[src/rtl/usb_rx_ctrl_pkg.sv]
// usb_rx_ctrl_pkg: shared line-symbol encoding and receive-FSM state type.
// Symbols are {dp-ish, dm-ish} pairs as delivered by the CDR; only the four named values matter.
package usb_rx_ctrl_pkg;
    typedef logic [1:0] d_port_t;
    localparam d_port_t SE0 = 2'b00;
    localparam d_port_t J   = 2'b01;
    localparam d_port_t K   = 2'b10;
    localparam d_port_t SE1 = 2'b11;
    typedef enum logic [2:0] {IDLE, SYNC, DATA, EOP, ERR} rx_state_t;
    function automatic logic is_jk(d_port_t s);
        return s == J || s == K;
    endfunction
endpackage

[src/rtl/usb_nrzi_unstuff.sv]
// usb_nrzi_unstuff: NRZI decoder and bit unstuffer for the low-speed receive path.
// Ports:
//   clk, reset   system clock, synchronous active-high reset
//   sym_i        retimed line symbol
//   strobe_i     one-cycle bit strobe
//   load_i       preload the ones counter to 1 (SYNC's trailing K is a decoded 1)
//   bit_o        raw NRZI-decoded bit (meaningful for J/K symbols only)
//   bit_stb_o    a data bit survives unstuffing this cycle
//   stuff_err_o  a 1 arrived where a stuffed 0 was mandatory
module usb_nrzi_unstuff
    import usb_rx_ctrl_pkg::*;
#(
    parameter int STUFF_LEN = 6
) (
    input  logic    clk,
    input  logic    reset,
    input  d_port_t sym_i,
    input  logic    strobe_i,
    input  logic    load_i,
    output logic    bit_o,
    output logic    bit_stb_o,
    output logic    stuff_err_o
);
    d_port_t    prev_q;
    logic [2:0] ones_q;
    logic       jk;
    logic       stuff;

    assign jk          = is_jk(sym_i);
    assign bit_o       = sym_i == prev_q;
    // After STUFF_LEN ones the next bit is the stuffed one and is never delivered.
    assign stuff       = ones_q == 3'(STUFF_LEN);
    assign bit_stb_o   = strobe_i && jk && !stuff;
    assign stuff_err_o = strobe_i && jk && stuff && bit_o;

    always_ff @(posedge clk) begin
        if (reset) begin
            prev_q <= J;
            ones_q <= '0;
        end else if (strobe_i) begin
            if (jk) prev_q <= sym_i;
            if (load_i) ones_q <= 3'd1;
            else if (!jk || stuff || !bit_o) ones_q <= '0;
            else ones_q <= ones_q + 3'd1;
        end
    end
endmodule

[src/rtl/usb_rx_ctrl.sv]
// usb_rx_ctrl: low-speed USB receive sequencer (SYNC, unstuffed byte assembly, EOP, errors).
// Ports:
//   clk, reset   24 MHz clock, synchronous active-high reset
//   q, strobe    retimed line symbol and its one-cycle bit strobe from the CDR
//   rx_active    high from SYNC completion until EOP or error
//   rx_data      assembled byte, valid while rx_valid
//   rx_valid     one-cycle pulse per byte
//   rx_eop       one-cycle pulse on a good byte-aligned EOP
//   rx_error     one-cycle pulse on framing, stuff or babble error
//   byte_cnt     bytes delivered in the current packet
module usb_rx_ctrl
    import usb_rx_ctrl_pkg::*;
#(
    parameter int STUFF_LEN     = 6,
    parameter int MAX_PKT_BYTES = 64,
    parameter int SE0_MAX_BITS  = 3
) (
    input  logic       clk,
    input  logic       reset,
    input  d_port_t    q,
    input  logic       strobe,
    output logic       rx_active,
    output logic [7:0] rx_data,
    output logic       rx_valid,
    output logic       rx_eop,
    output logic       rx_error,
    output logic [6:0] byte_cnt
);
    rx_state_t  state_q;
    logic [2:0] sync_cnt_q;
    logic [2:0] bit_cnt_q;
    logic [1:0] se0_cnt_q;
    logic [7:0] sr_q;
    logic       j_seen_q;
    logic       rx_active_q;
    logic [7:0] rx_data_q;
    logic       rx_valid_q;
    logic       rx_eop_q;
    logic       rx_error_q;
    logic [6:0] byte_cnt_q;

    logic       dec_bit;
    logic       bit_stb;
    logic       stuff_err;
    logic       sync_done;
    logic       err_hit;
    d_port_t    sync_exp;
    logic [7:0] sr_next;

    // SYNC is KJKJKJKK; sync_cnt counts symbols already matched.
    assign sync_exp  = (sync_cnt_q == 3'd7 || !sync_cnt_q[0]) ? K : J;
    assign sync_done = strobe && state_q == SYNC && q == sync_exp && sync_cnt_q == 3'd7;
    assign sr_next   = {dec_bit, sr_q[7:1]};

    always_comb begin
        err_hit = 1'b0;
        if (strobe && state_q == DATA && q != SE0)
            err_hit = q == SE1 || stuff_err || (bit_stb && byte_cnt_q == 7'(MAX_PKT_BYTES));
        if (strobe && state_q == EOP)
            err_hit = !(q == SE0 && se0_cnt_q != 2'(SE0_MAX_BITS)) && !(q == J && bit_cnt_q == 3'd0);
    end

    usb_nrzi_unstuff #(.STUFF_LEN(STUFF_LEN)) u_nrzi (
        .clk        (clk),
        .reset      (reset),
        .sym_i      (q),
        .strobe_i   (strobe),
        .load_i     (sync_done),
        .bit_o      (dec_bit),
        .bit_stb_o  (bit_stb),
        .stuff_err_o(stuff_err)
    );

    always_ff @(posedge clk) begin
        rx_valid_q <= 1'b0;
        rx_eop_q   <= 1'b0;
        rx_error_q <= 1'b0;
        if (reset) begin
            state_q     <= IDLE;
            sync_cnt_q  <= '0;
            bit_cnt_q   <= '0;
            se0_cnt_q   <= '0;
            sr_q        <= '0;
            j_seen_q    <= 1'b0;
            rx_active_q <= 1'b0;
            rx_data_q   <= '0;
            byte_cnt_q  <= '0;
        end else if (err_hit) begin
            state_q     <= ERR;
            rx_error_q  <= 1'b1;
            rx_active_q <= 1'b0;
            j_seen_q    <= 1'b0;
        end else if (strobe) begin
            case (state_q)
                IDLE: if (q == K && !dec_bit) begin
                    state_q    <= SYNC;
                    sync_cnt_q <= 3'd1;
                end
                SYNC: if (q != sync_exp) begin
                    state_q <= IDLE;
                end else if (sync_done) begin
                    state_q     <= DATA;
                    rx_active_q <= 1'b1;
                    byte_cnt_q  <= '0;
                    bit_cnt_q   <= '0;
                end else begin
                    sync_cnt_q <= sync_cnt_q + 3'd1;
                end
                DATA: if (q == SE0) begin
                    state_q   <= EOP;
                    se0_cnt_q <= 2'd1;
                end else if (bit_stb) begin
                    sr_q      <= sr_next;
                    bit_cnt_q <= bit_cnt_q + 3'd1;
                    if (bit_cnt_q == 3'd7) begin
                        rx_data_q  <= sr_next;
                        rx_valid_q <= 1'b1;
                        byte_cnt_q <= byte_cnt_q + 7'd1;
                    end
                end
                EOP: if (q == SE0) begin
                    se0_cnt_q <= se0_cnt_q + 2'd1;
                end else begin
                    state_q     <= IDLE;
                    rx_eop_q    <= 1'b1;
                    rx_active_q <= 1'b0;
                end
                ERR: begin
                    if (q == J && j_seen_q) state_q <= IDLE;
                    j_seen_q <= q == J;
                end
                default: state_q <= IDLE;
            endcase
        end
    end

    assign rx_active = rx_active_q;
    assign rx_data   = rx_data_q;
    assign rx_valid  = rx_valid_q;
    assign rx_eop    = rx_eop_q;
    assign rx_error  = rx_error_q;
    assign byte_cnt  = byte_cnt_q;
endmodule
[config.mk]
export PLATFORM = sky130hd
export DESIGN_NAME = usb_rx_ctrl
export DESIGN_NICKNAME = d
export VERILOG_FILES = /design/src/rtl/usb_rx_ctrl_pkg.sv /design/src/rtl/usb_nrzi_unstuff.sv /design/src/rtl/usb_rx_ctrl.sv
export SDC_FILE = /design/constraint.sdc
export NUM_CORES = 1
export LEC_CHECK = 0
export ABC_AREA = 1
export CAP_MARGIN = 10
export CORE_MARGIN = 2
export CORE_UTILIZATION = 58
export CTS_CLUSTER_DIAMETER = 200
export DETAILED_ROUTE_END_ITERATION = 10
export DONT_BUFFER_PORTS = 1
export PLACE_DENSITY = 0.74
export SETUP_SLACK_MARGIN = 0.02
export SLEW_MARGIN = 20
export SYNTH_ARGS = -nofsm -noshare
export SYNTH_HDL_FRONTEND = slang
export SYNTH_HIERARCHICAL = 1
export SYNTH_SLANG_ARGS = --single-unit
[constraint.sdc]
create_clock -name clk -period 2 [get_ports clk]
set_input_delay 0.2 -clock clk [delete_from_list [all_inputs] [get_ports clk]]
set_output_delay 0.2 -clock clk [all_outputs]
set_load 0.02 [all_outputs]
-- Yosys cells after proc, flatten, opt, wreduce, memory -nomap -nowiden
Cells that the tools add are included.
- register bits: 44
- output and inout bits: 19
- logic and storage cells: 147
- $add $sub $neg: 5
- eq/ne operators: 32
- mux-type cells: 38
- bitwise operators: 6
- reduce and logical (&&, ||, !) cells: 51
- operator list (cell ; count):
    3-bit 2-to-1 mux ; 16
    7-bit 2-to-1 mux ; 5
    6-bit AND reduction ; 4
    2-bit inequality test, second input constant ; 9
    1-bit logical AND ; 16
    3-bit one-hot mux with 5 select lines ; 1
    5-bit AND reduction ; 3
    7-bit one-hot mux with 2 select lines ; 1
    3-bit == test, second input constant ; 4
    3-bit one-hot mux with 2 select lines ; 2
    2-bit nonzero test ; 6
    3-bit by 1-bit adder with 3-bit output, second input constant ; 3
    3-bit inequality test, second input constant ; 3
    1-bit 2-to-1 mux ; 8
    8-bit AND reduction ; 1
    7-bit by 1-bit adder with 7-bit output, second input constant ; 1
    7-bit == test, second input constant ; 1
    7-bit AND reduction ; 1
    3-bit by 2-bit == test with 1-bit output, second input constant ; 2
    1-bit logical NOT ; 6
    3-bit logical NOT ; 2
    1-bit logical OR ; 6
    2-bit 2-to-1 mux ; 3
    2-bit by 1-bit inequality test with 1-bit output, second input constant ; 3
    16 further kinds ; 25

-- Depth between registers and ports, before layout
Gate-level depths: netlist of run 1.
- word-level depth: 11
- mapped depth: 16
- depth with buffers taken out: 16

-- Cells and area by module
The synthesis of run 1 kept the hierarchy.
- modules (own cells, without submodules) (module ; instances ; cells each ; area each (sq um)):
    usb_rx_ctrl ; 1 ; 305 ; 2089.5
    usb_nrzi_unstuff ; 1 ; 48 ; 319.1

-- Worst setup path before layout of run 1
No wires, ideal clock.
- kind: flip-flop to flip-flop
- start point: register u_nrzi.ones_q[0]
- end point: register sync_cnt_q[0]
- setup time: 0.113 ns
- arrival: 1.699 ns
- required time: 1.887 ns
- path slack: 0.188 ns
- stages on the path, launching flop included: 17
- period minus slack after synthesis: 1.812 ns
- cells stage by stage: dfxtp_1 -> inv_1 -> ha_1 -> nand2_1 -> inv_1 -> nor2_1 -> nand2_1 -> nor2_1 -> nand2_1 -> nand2_1 -> nand2_1 -> nand2_1 -> nor2_2 -> nand3_1 -> nand2_1 -> nand2_1 -> nor2_1
- cells in the longest elaborated chain, start to end: 9
- elaborated cells on any way between the ends: 12
- classes of those cells: eq/ne: 1; mux: 2; bitwise: 1; reduce/logical: 8
- ends and longest elaborated chain (item ; line ; RTL):
    start, declared ; usb_nrzi_unstuff.sv:25 ; logic [2:0] ones_q;
    start signal, assigned ; usb_nrzi_unstuff.sv:44 ; else ones_q <= ones_q + 3'd1;
    3-bit == test ; usb_nrzi_unstuff.sv:32 ; assign stuff = ones_q == 3'(STUFF_LEN);
    1-bit logical NOT ; usb_nrzi_unstuff.sv:33 ; assign bit_stb_o = strobe_i && jk && !stuff;
    1-bit logical AND ; usb_nrzi_unstuff.sv:33 ;
    named net bit_stb ; usb_rx_ctrl.sv:43 ; logic bit_stb;
    1-bit logical AND ; usb_rx_ctrl.sv:58 ; err_hit = q == SE1 || stuff_err || (bit_stb && byte_cnt_q == 7'(MAX_PKT_BYTES));
    1-bit logical OR ; usb_rx_ctrl.sv:58 ;
    1-bit 2-to-1 mux ; usb_rx_ctrl.sv:57 ; if (strobe && state_q == DATA && q != SE0)
    1-bit 2-to-1 mux ; usb_rx_ctrl.sv:59 ; if (strobe && state_q == EOP)
    1-bit inverter (no source line) ; - ;
    6-bit AND reduction (no source line) ; - ;
    end signal, assigned ; usb_rx_ctrl.sv:107 ; sync_cnt_q <= sync_cnt_q + 3'd1;
    end, declared ; usb_rx_ctrl.sv:30 ; logic [2:0] sync_cnt_q;
The timed path passes the listed nets, and every way through them passes these cells.
A chain may end at the register's enable or synchronous reset.

-- Final worst setup path of run 1
- start point: register sync_cnt_q[0]
- end point: register sync_cnt_q[0]
- cells in the longest elaborated chain, start to end: 8
- elaborated cells on any way between the ends: 15
- classes of those cells: add/sub: 1; eq/ne: 5; mux: 4; reduce/logical: 5
- ends and longest elaborated chain (item ; line ; RTL):
    3-bit == test / 1-bit logical NOT (equally long branches) ; usb_rx_ctrl.sv:51, usb_rx_ctrl.sv:52 ;
    1-bit logical OR ; usb_rx_ctrl.sv:51 ; assign sync_exp = (sync_cnt_q == 3'd7 || !sync_cnt_q[0]) ? K : J;
    2-bit 2-to-1 mux ; usb_rx_ctrl.sv:51 ;
    2-bit == test ; usb_rx_ctrl.sv:52 ; assign sync_done = strobe && state_q == SYNC && q == sync_exp && sync_cnt_q == 3'd7;
    1-bit logical AND (2 in series) ; usb_rx_ctrl.sv:52 ;
    2-bit inequality test (no source line) ; - ;
    6-bit AND reduction (no source line) ; - ;
Parallel ways exist; a longest one is shown, timed or not. The select of a mux whose other input is x is not followed.

==> results.sh, run 1 <==
export IMPL_switching_share=0.2831
export IMPL_cts_path_max_buffers=2
export IMPL_design_core_area_um2=4000
export IMPL_tightestPinTransition_ns=0.4126
export IMPL_final_cell_mix="nand2_1, nor2_1, dfxtp_1, nand3_1, inv_1"
export IMPL_clockPowerShare=0.390
export IMPL_cts_max_level=2
export IMPL_overflow=0
export IMPL_routedWlPerCell_um=12.90
export IMPL_dpl_cell_area_um2=2516
export IMPL_timing_hold_ws_ns=0.04895
export IMPL_p_leak_uw=0.001239
export IMPL_dr_total_vias=2217
export IMPL_initial_core_util=0.6021
export IMPL_worstReg2RegStart="sync_cnt_q[0]"
export IMPL_postSynthAreaPerCell_um2=6.823
export IMPL_synth_top_family_by_area="simple AND/OR/NAND/NOR gates"
export IMPL_syn_nets=368
export IMPL_clock_latency_ns=0.30
export IMPL_yosys_area_share_xor_xnor=0
export IMPL_place_hpwl_um=3806
export IMPL_nets=385
export IMPL_powerDensity_nw_per_um2=756.7
export IMPL_report_final_setup_viol=0
export IMPL_cts_tree="done"
export IMPL_holdCritPathClass="primary input to register"
export IMPL_drc_errors=0
export IMPL_period_minus_slack_ns=1.866
export IMPL_numCtsBuffers=5
export IMPL_crit_end="sync_cnt_q[0]"
export IMPL_reg2reg_depth=13
export IMPL_wl_um=5430
export IMPL_slew_headroom=0.7240
export IMPL_wl_met2_um=2591
export IMPL_routabilityCongestion=0.9081
export IMPL_ys_seq_area_frac=0.3574
export IMPL_final_common_cell="nand2_1"
export IMPL_port_buffers=0
export IMPL_grt_pass1_vias=1907
export IMPL_synth_edf_count=0
export IMPL_ir_drop_uv=396.2
export IMPL_synth_adder_area_share=0.05195
export IMPL_vias_per_cell=5.266
export IMPL_cp_start_kind="register"
export IMPL_synth_top_area_frac=0.3574
export IMPL_grt_pass1_wl_um=8638
export IMPL_finalCritPeriodShare=0.9328
export IMPL_synth_cells=353
export IMPL_synth_compound_area_frac=0.06805
export IMPL_required_ns=2.23
export IMPL_critPathCaptureType="register"
export IMPL_synth_async_reset_ratio=0
export IMPL_grt_max_degree=30
export IMPL_drive_gt1_frac=0.1671
export IMPL_n_antenna_cell=0
export IMPL_ys_types=31
export IMPL_area_growth_pct=14.44
export IMPL_top_layer="met4"
export IMPL_antenna_found_initial=0
export IMPL_ys_seq_elements=43
export IMPL_yosys_area_share_simple=0.4478
export IMPL_fp_dieH_um=68.44
export IMPL_p_switching_uw=590.5
export IMPL_cts_sinks=43
export IMPL_rsz0062_at_grt="true"
export IMPL_num_rows=23
export IMPL_wl_met1_um=2437
export IMPL_io_pins=24
export IMPL_cp_max_fo=5
export IMPL_crit_start="sync_cnt_q[0]"
export IMPL_final_area_um2=2756
export IMPL_wl_met3_um=328
export IMPL_cts_root_buf="clkbuf_8"
export IMPL_finalClockSkew_ns=0.006425
export IMPL_slew_viol_final=0
export IMPL_die_area_um2=4684
export IMPL_gr_usage_all_layers=0.2500
export IMPL_ys_warn_count=6
export IMPL_cp_arrival_ns=2.10
export IMPL_seq_power_share=0.439
export IMPL_yosysTopAreaCell="dfxtp_1"
export IMPL_ant_nets=0
export IMPL_synthMuxAreaShare=0
export IMPL_die_width_um=68.44
export IMPL_synth_ff_type="dfxtp_1"
export IMPL_finalHoldViolCount=0
export IMPL_path_clk_slew_ns=0.08
export IMPL_drt_pass1_iter_count=6
export IMPL_comb_power_share=0.172
export IMPL_status="completed"
export IMPL_synthTopCellsByArea="dfxtp_1, nand2_1, nand3_1"
export IMPL_max_freq_ghz=0.5360
export IMPL_r2r_end="sync_cnt_q[0]"
export IMPL_worstSetupPathType="register to register"
export IMPL_dr_first_iter_drc_count=149
export IMPL_synthesis_area_um2=2409
export IMPL_cap_violations=0
export IMPL_rrSetupSlack_ns=0.13
export IMPL_power_internal_uw=1495
per-layer routing:
layer / global-route usage / up-vias
li1: - / 1158
met1: 0.3300 / 989
met2: 0.3894 / 60
met3: 0.06250 / 10
met4: 0.09750 / 0
met5: 0 / -
through the flow:
stage	instances	util	setup WS (ns)	TNS [ns]	total power [uW]
after floorplan	353	-	0.1879	0	1188
after global placement	407	0.6290	0.01633	0	1249
after detailed placement	407	0.6290	0.008002	0	1253
after CTS	417	0.6694	0.09120	0	2073
after global routing	421	0.6891	-0.01130	-0.03031	2171
final	421	0.6891	0.1344	0	2086
registers in the layout, indices dropped and copies added (netlist names):
register and cells:
j_seen_q 1, u_nrzi/prev_q 2, u_nrzi/ones_q 3, rx_data 8, rx_error 1, bit_cnt_q 3, se0_cnt_q 2, rx_valid 1
rx_active 1, state_q 3, sync_cnt_q 3, byte_cnt 7, rx_eop 1, sr_q 7
cell families after synthesis:
kind of cell / Yosys count
buf+inv: 48
simple gates: 223
compound gates: 29
flops: 43
fa+ha+maj: 10
Yosys cell counts (2+ instances only):
master    instances
nand3_1          42
nand2_4           2
clkbuf_1          3
ha_1             10
nand2_1          90
clkinv_1          3
nand3b_1          4
dfxtp_1          43
a21oi_1          19
nor2_1           55
nand2_2           3
nor3_1            3
inv_2             6
nor2_2            6
inv_1            35
nand3_4           2
nand4_1           3
nor2_4            6
o21ai_0           6
worst max-delay path: stages, from the launching register on:
cell and delay [ns]:
dfxtp_1 0.34, ha_1 0.21, ha_1 0.21, inv_1 0.08, nand2_1 0.05, nand2_1 0.13, nand2_2 0.10, nand3b_4 0.12
nand2_1 0.10, nand2_2 0.11, nand3_1 0.10, nand2_1 0.07, nand2_1 0.05, nor2_1 0.12
worst min path at each step:
stage                       from          endpoint  slack, ns  cells past startpoint
after floorplan           strobe  u_nrzi/ones_q[2]       0.29                      1
after detailed placement   reset           sr_q[5]       0.28                      1
after global placement     reset      se0_cnt_q[1]       0.27                      1
final                      reset  u_nrzi/ones_q[2]       0.05                      2
after global routing       reset  u_nrzi/ones_q[2]       0.06                      2
after CTS                  reset  u_nrzi/ones_q[2]       0.04                      2
power by group through the flow:
stage | clock (uW) | combinational, uW | sequential, uW
after global placement | 0 | 315 | 934
after CTS | 829 | 330 | 914
after global routing | 856 | 396 | 919
after floorplan | 0 | 261 | 926
final | 813 | 358 | 915
after detailed placement | 0 | 319 | 933
final cells by class:
type,count,area [um2]
Tap cell,50,62.56
Timing Repair Buffer,14,113.9
Sequential cell,43,862.1
Inverter,44,165.2
Clock buffer,5,68.82
Multi-Input combinational cell,262,1416
Clock inverter,3,67.56
Fill cell,355,1244
repair_timing:
| item | in CTS | in global routing |
|---|---|---|
| hold endpoints to repair | 13 | 0 |
| setup endpoints to repair | 12 | 31 |
| pin swaps | 0 | 4 |
| hold buffers | 2 | 0 |
| resized for setup | 2 | 17 |
| setup buffers | 0 | 4 |
Power figures use the tool's default switching activity.
==> run 2, diff against run 1 <==
--- a/config.mk
+++ b/config.mk
@@ -5,7 +5,6 @@
 export SDC_FILE = /design/constraint.sdc
 export NUM_CORES = 1
 export LEC_CHECK = 0
-export ABC_AREA = 1
 export CAP_MARGIN = 10
 export CORE_MARGIN = 2
 export CORE_UTILIZATION = 58
==> results.sh, run 2 <==
export IMPL_drt_pass1_iter_count=4
export IMPL_dr_total_vias=1919
export IMPL_overflow=0
export IMPL_finalCritPeriodShare=1.002
export IMPL_violations="setup timing"
export IMPL_slew_viol_final=0
export IMPL_drive_gt1_frac=0.2500
export IMPL_ys_warn_count=6
export IMPL_drc_errors=0
export IMPL_initial_core_util=0.5993
export IMPL_period_minus_slack_ns=2.004
export IMPL_syn_nets=274
export IMPL_powerDensity_nw_per_um2=595.6
export IMPL_timing_hold_ws_ns=0.04104
export IMPL_postSynthAreaPerCell_um2=9.256
export IMPL_max_freq_ghz=0.4989
export IMPL_grt_max_degree=35
export IMPL_path_clk_slew_ns=0.09
export IMPL_antenna_found_initial=0
export IMPL_routabilityCongestion=0.8151
export IMPL_num_rows=23
export IMPL_grt_pass1_vias=1782
export IMPL_cpMaxStageDelayCell="a221oi_4"
export IMPL_crit_chain="inv_2 -> ha_4 -> a21oi_4 -> and4b_1 -> a221oi_4 -> o2bb2ai_4 -> nor3b_4 -> mux2_4"
export IMPL_ir_drop_uv=469.3
export IMPL_use_met3=0.06250
export IMPL_design_core_area_um2=4000
export IMPL_clock_latency_ns=0.30
export IMPL_synth_top_area_frac=0.3591
export IMPL_dr_first_iter_drc_count=102
export IMPL_p_total_uw=1672
export IMPL_cts_tree="done"
export IMPL_fin_ws_ns=-0.004371
export IMPL_slew_headroom=0.5879
export IMPL_synth_most_common_cell="dfxtp_1"
export IMPL_cts_path_max_buffers=2
export IMPL_critPathCaptureType="register"
export IMPL_ys_seq_area_frac=0.3591
export IMPL_ant_nets=0
export IMPL_numCtsBuffers=5
export IMPL_cp_arrival_ns=2.20
export IMPL_required_ns=2.19
export IMPL_status="complete, but fails checks"
export IMPL_ys_types=57
export IMPL_synth_top_cells_by_count="dfxtp_1, nor2_1, mux2i_1"
export IMPL_final_common_cell="dfxtp_1"
export IMPL_synth_async_reset_ratio=0
export IMPL_wl_um=5022
export IMPL_final_cell_mix="dfxtp_1, nor2_1, buf_4, mux2i_1"
export IMPL_die_area_um2=4664
export IMPL_holdCritPathClass="primary input to register"
export IMPL_busiest_layer="met2"
export IMPL_synth_cells=259
export IMPL_synth_edf_count=0
export IMPL_use_met1=0.3077
export IMPL_finalClockSkew_ns=0.009053
export IMPL_grt_use_met2=0.3556
export IMPL_ys_seq_elements=43
export IMPL_port_buffers=0
export IMPL_vias_per_cell=5.815
export IMPL_rsz0062_at_grt="true"
export IMPL_cts_max_level=2
export IMPL_worstSetupPathType="register to register"
export IMPL_die_width_um=68.29
export IMPL_cpPeakStageDelay_ns=0.34
export IMPL_cp_start_kind="register"
export IMPL_area_growth_pct=17.07
export IMPL_yosysTopAreaCell="dfxtp_1"
export IMPL_routedWlPerCell_um=15.22
export IMPL_fp_dieH_um=68.29
export IMPL_place_hpwl_um=3328
export IMPL_synthTopCellsByArea="dfxtp_1, mux2i_1, nor2_1"
export IMPL_nets=294
export IMPL_grt_pass1_wl_um=8059
export IMPL_synth_ff_type="dfxtp_1"
export IMPL_io_pins=24
export IMPL_largest_reg_flops=8
export IMPL_cts_sinks=43
export IMPL_cts_root_buf="clkbuf_8"
export IMPL_report_final_setup_viol=1
export IMPL_p_leak_uw=0.001076
export IMPL_synthesis_area_um2=2397
export IMPL_tightestPinTransition_ns=0.6134
export IMPL_n_antenna_cell=0
export IMPL_cp_max_fo=7
export IMPL_finalHoldViolCount=0
export IMPL_cap_violations=0
export IMPL_gr_usage_all_layers=0.2331
## run 2: path summary, 6_finish.rpt
kind,slack (ns),cells past startpoint,end,startpoint
worst max-delay path,-0.004,8,bit_cnt_q[0],u_nrzi/ones_q[0]
worst min-delay path,0.04,1,u_nrzi/ones_q[1],strobe
worst max register to register,-0.004,8,bit_cnt_q[0],u_nrzi/ones_q[0]
worst min register to register,0.48,1,se0_cnt_q[0],se0_cnt_q[0]
## run 2: metal layers
layer	up-vias	routed length, um
li1	966	-
met1	891	2376
met2	53	2320
met3	9	247
met4	0	78
met5	-	0
## run 2: cells by family after synthesis
logic type | synth area share
muxes | 0.1007
buffers and inverters | 0.07516
and+or+nand+nor | 0.2552
xor gates and xnor gates | 0.01096
adders and majority gates | 0.05219
AOI/OAI and AO/OA | 0.1467
DFF | 0.3591
## run 2: final cells by class
class	count	area (um2)
clock inverter	3	43.79
timing repair buffer	28	244.0
fill	321	1194
multi-input combinational	190	1475
inverter	11	41.29
clock buffer	5	68.82
tap	50	62.56
sequential	43	870.8
## run 2: stage by stage
| stage | setup WS [ns] | instance area [um2] | cells | setup TNS (ns) | utilization |
|---|---|---|---|---|---|
| 2_1_floorplan | 0.02151 | 2426 | 259 | 0 | - |
| 3_3_place_gp | 0.03508 | 2531 | 317 | 0 | 0.6328 |
| 3_5_place_dp | -0.01946 | 2531 | 317 | -0.01946 | 0.6328 |
| 4_1_cts | 0.03199 | 2693 | 328 | 0 | 0.6731 |
| 5_1_grt | -0.09306 | 2806 | 330 | -0.9872 | 0.7016 |
| 6_report | -0.004371 | 2806 | 330 | -0.004371 | 0.7016 |
## run 2: what timing repair did
action,CTS,global route
endpoints found under the setup margin,8,20
hold buffers,3,0
setup buffers,0,2
endpoints found under the hold margin,34,0
gates resized for setup,2,20
pin swaps,3,11
## run 2: power breakdown
group | internal [uW] | switching (uW) | total, uW | leakage [uW]
Sequential | 861 | 7.72 | 869 | 0.000350
Combinational | 61.7 | 61.4 | 123 | 0.000668
Clock | 372 | 308 | 680 | 0.0000581
Total | 1290 | 377 | 1670 | 0.00108
## run 2: critical path: cells and delay by family, from the launching register on
kind	cells	cell delay, ns
multiplexers	1	0.31
AND/OR/NAND/NOR	2	0.46
buffers and inverters	1	0.05
adder cells (fa/ha/maj)	1	0.16
flip-flops	1	0.33
AO/OA/AOI/OAI	3	0.58
==> run 3, diff against run 2 <==
==> constraint.sdc (replaced) <==
create_clock -name clk -period 2 [get_ports clk]
set_input_delay 0.2 -clock clk [delete_from_list [all_inputs] [get_ports clk]]
set_output_delay 0.2 -clock clk [all_outputs]
set_load 0.1 [all_outputs]
==> results.sh, run 3 (same netlist as run 2, synthesis figures left out) <==
export IMPL_status="completed"
export IMPL_required_ns=2.19
export IMPL_cpMaxStageDelayCell="nor4b_1"
export IMPL_reg2reg_depth=6
export IMPL_numCtsBuffers=5
export IMPL_min_from="reset"
export IMPL_num_rows=23
export IMPL_largest_reg_flops=8
export IMPL_cts_root_buf="clkbuf_8"
export IMPL_clock_latency_ns=0.30
export IMPL_p_total_uw=1555
export IMPL_dr_first_iter_drc_count=134
export IMPL_cts_path_max_buffers=2
export IMPL_routabilityCongestion=0.9665
export IMPL_slew_viol_final=0
export IMPL_cp_max_fo=8
export IMPL_drt_pass1_iter_count=5
export IMPL_ant_nets=0
export IMPL_die_area_um2=4664
export IMPL_nets=311
export IMPL_rsz0062_at_grt="true"
export IMPL_crit_family="simple AND/OR/NAND/NOR gates"
export IMPL_io_pins=24
export IMPL_holdCritPathClass="primary input to register"
export IMPL_area_growth_pct=23.02
export IMPL_final_cell_mix="buf_4, nor2_1, dfxtp_1, mux2i_1"
export IMPL_p_leak_uw=0.001169
export IMPL_cp_arrival_ns=2.15
export IMPL_antenna_found_initial=0
export IMPL_max_freq_ghz=0.5100
export IMPL_cap_violations=0
export IMPL_grt_pass1_vias=1832
export IMPL_cp_start_kind="register"
export IMPL_die_width_um=68.29
export IMPL_cts_max_level=2
export IMPL_initial_core_util=0.5993
export IMPL_r2r_end="rx_data[4]"
export IMPL_grt_pass1_wl_um=8549
export IMPL_finalClockSkew_ns=0.005324
export IMPL_finish_utilization=0.7373
export IMPL_overflow=0
export IMPL_path_clk_slew_ns=0.09
export IMPL_design_core_area_um2=4000
export IMPL_cts_sinks=43
export IMPL_cpPeakStageDelay_ns=0.51
export IMPL_critPathCaptureType="register"
export IMPL_port_buffers=0
export IMPL_powerDensity_nw_per_um2=527.2
export IMPL_n_antenna_cell=0
export IMPL_path_depth=6
export IMPL_rrSetupSlack_ns=0.04
export IMPL_crit_chain="nand2b_4 -> nor4b_1 -> and4_4 -> buf_12 -> mux2i_1 -> nor2_1"
export IMPL_worstReg2RegStart="state_q[1]"
export IMPL_final_common_cell="buf_4"
export IMPL_drc_errors=0
export IMPL_routedWlPerCell_um=15.56
export IMPL_place_hpwl_um=3528
export IMPL_worstSetupPathType="register to register"
export IMPL_drive_gt1_frac=0.3266
export IMPL_hold_path_end="u_nrzi/prev_q[0]"
export IMPL_worstHoldPathCells=1
export IMPL_dr_total_vias=1995
export IMPL_vias_per_cell=5.749
export IMPL_grt_max_degree=35
export IMPL_wl_um=5399
export IMPL_gr_usage_all_layers=0.2481
export IMPL_stdcell_count=347
export IMPL_fp_dieH_um=68.29
export IMPL_numPlacedInstances=333
export IMPL_crit_start="state_q[1]"
export IMPL_finalHoldViolCount=0
export IMPL_slew_headroom=0.5473
export IMPL_finalCritPeriodShare=0.9805
export IMPL_ir_drop_uv=751.3
export IMPL_cts_tree="done"
export IMPL_critPathBufInv=1
export IMPL_report_final_setup_viol=0
export IMPL_period_minus_slack_ns=1.961
export IMPL_tightestPinTransition_ns=0.6739
-- run 3: changes by cell type in the layout (fill, tap and decap cells not counted), moves of 2 or more --
cell	delta
buf_4	+17
dfxtp_1	-6
dfxtp_2	+4
dfxtp_4	+2
inv_1	-2
inv_2	+2
-- run 3: layout make-up --
class,count,area [um2]
multi-input cells,190,1481
repair buffers,45,386.6
well taps,50,62.56
clock buffers,5,68.82
inverters,11,41.29
flip-flops and latches,43,883.3
fillers,294,1051
clock inverters,3,25.02
-- run 3: layer usage --
| metal | up-vias | global-route usage | routed length [um] |
|---|---|---|---|
| met3 | 5 | 0.06250 | 238 |
| met5 | - | 0 | 0 |
| met4 | 0 | 0.07500 | 54 |
| li1 | 999 | - | - |
| met1 | 951 | 0.3170 | 2421 |
| met2 | 40 | 0.4114 | 2685 |
-- run 3: what timing repair did --
item / CTS / global route
resized for setup: 1 / 22
setup endpoints to repair: 8 / 29
pin swaps: 3 / 12
endpoints found under the hold margin: 34 / 1
buffers inserted: 0 / 3
gates cloned: 0 / 1
hold buffers: 1 / 1
-- run 3: power by group --
| part | leakage, uW | internal, uW | switching (uW) |
|---|---|---|---|
| registers | 0.000353 | 858 | 8.86 |
| clock network | 0.0000443 | 250 | 317 |
| logic | 0.000771 | 60.5 | 60.3 |
-- run 3: how the worst max path moves through the flow --
stage                   endpoint  slack, ns
CTS                   rx_data[4]       0.02
floorplan             rx_data[4]      -0.11
finish                rx_data[4]       0.04
detailed placement    state_q[1]      -0.01
global placement      state_q[1]       0.05
global route        bit_cnt_q[0]      -0.05
-- run 3: metrics by stage --
step	hold slack, ns	worst slack, ns	area [um2]	TNS (ns)
2_1_floorplan	0.2721	-0.1128	2455	-0.4048
3_3_place_gp	0.2685	0.04904	2680	0
3_5_place_dp	0.2677	-0.01446	2680	-0.01647
4_1_cts	0.004353	0.02393	2800	0
5_1_grt	0.003863	-0.05019	2949	-0.3814
6_report	0.01587	0.03907	2949	0
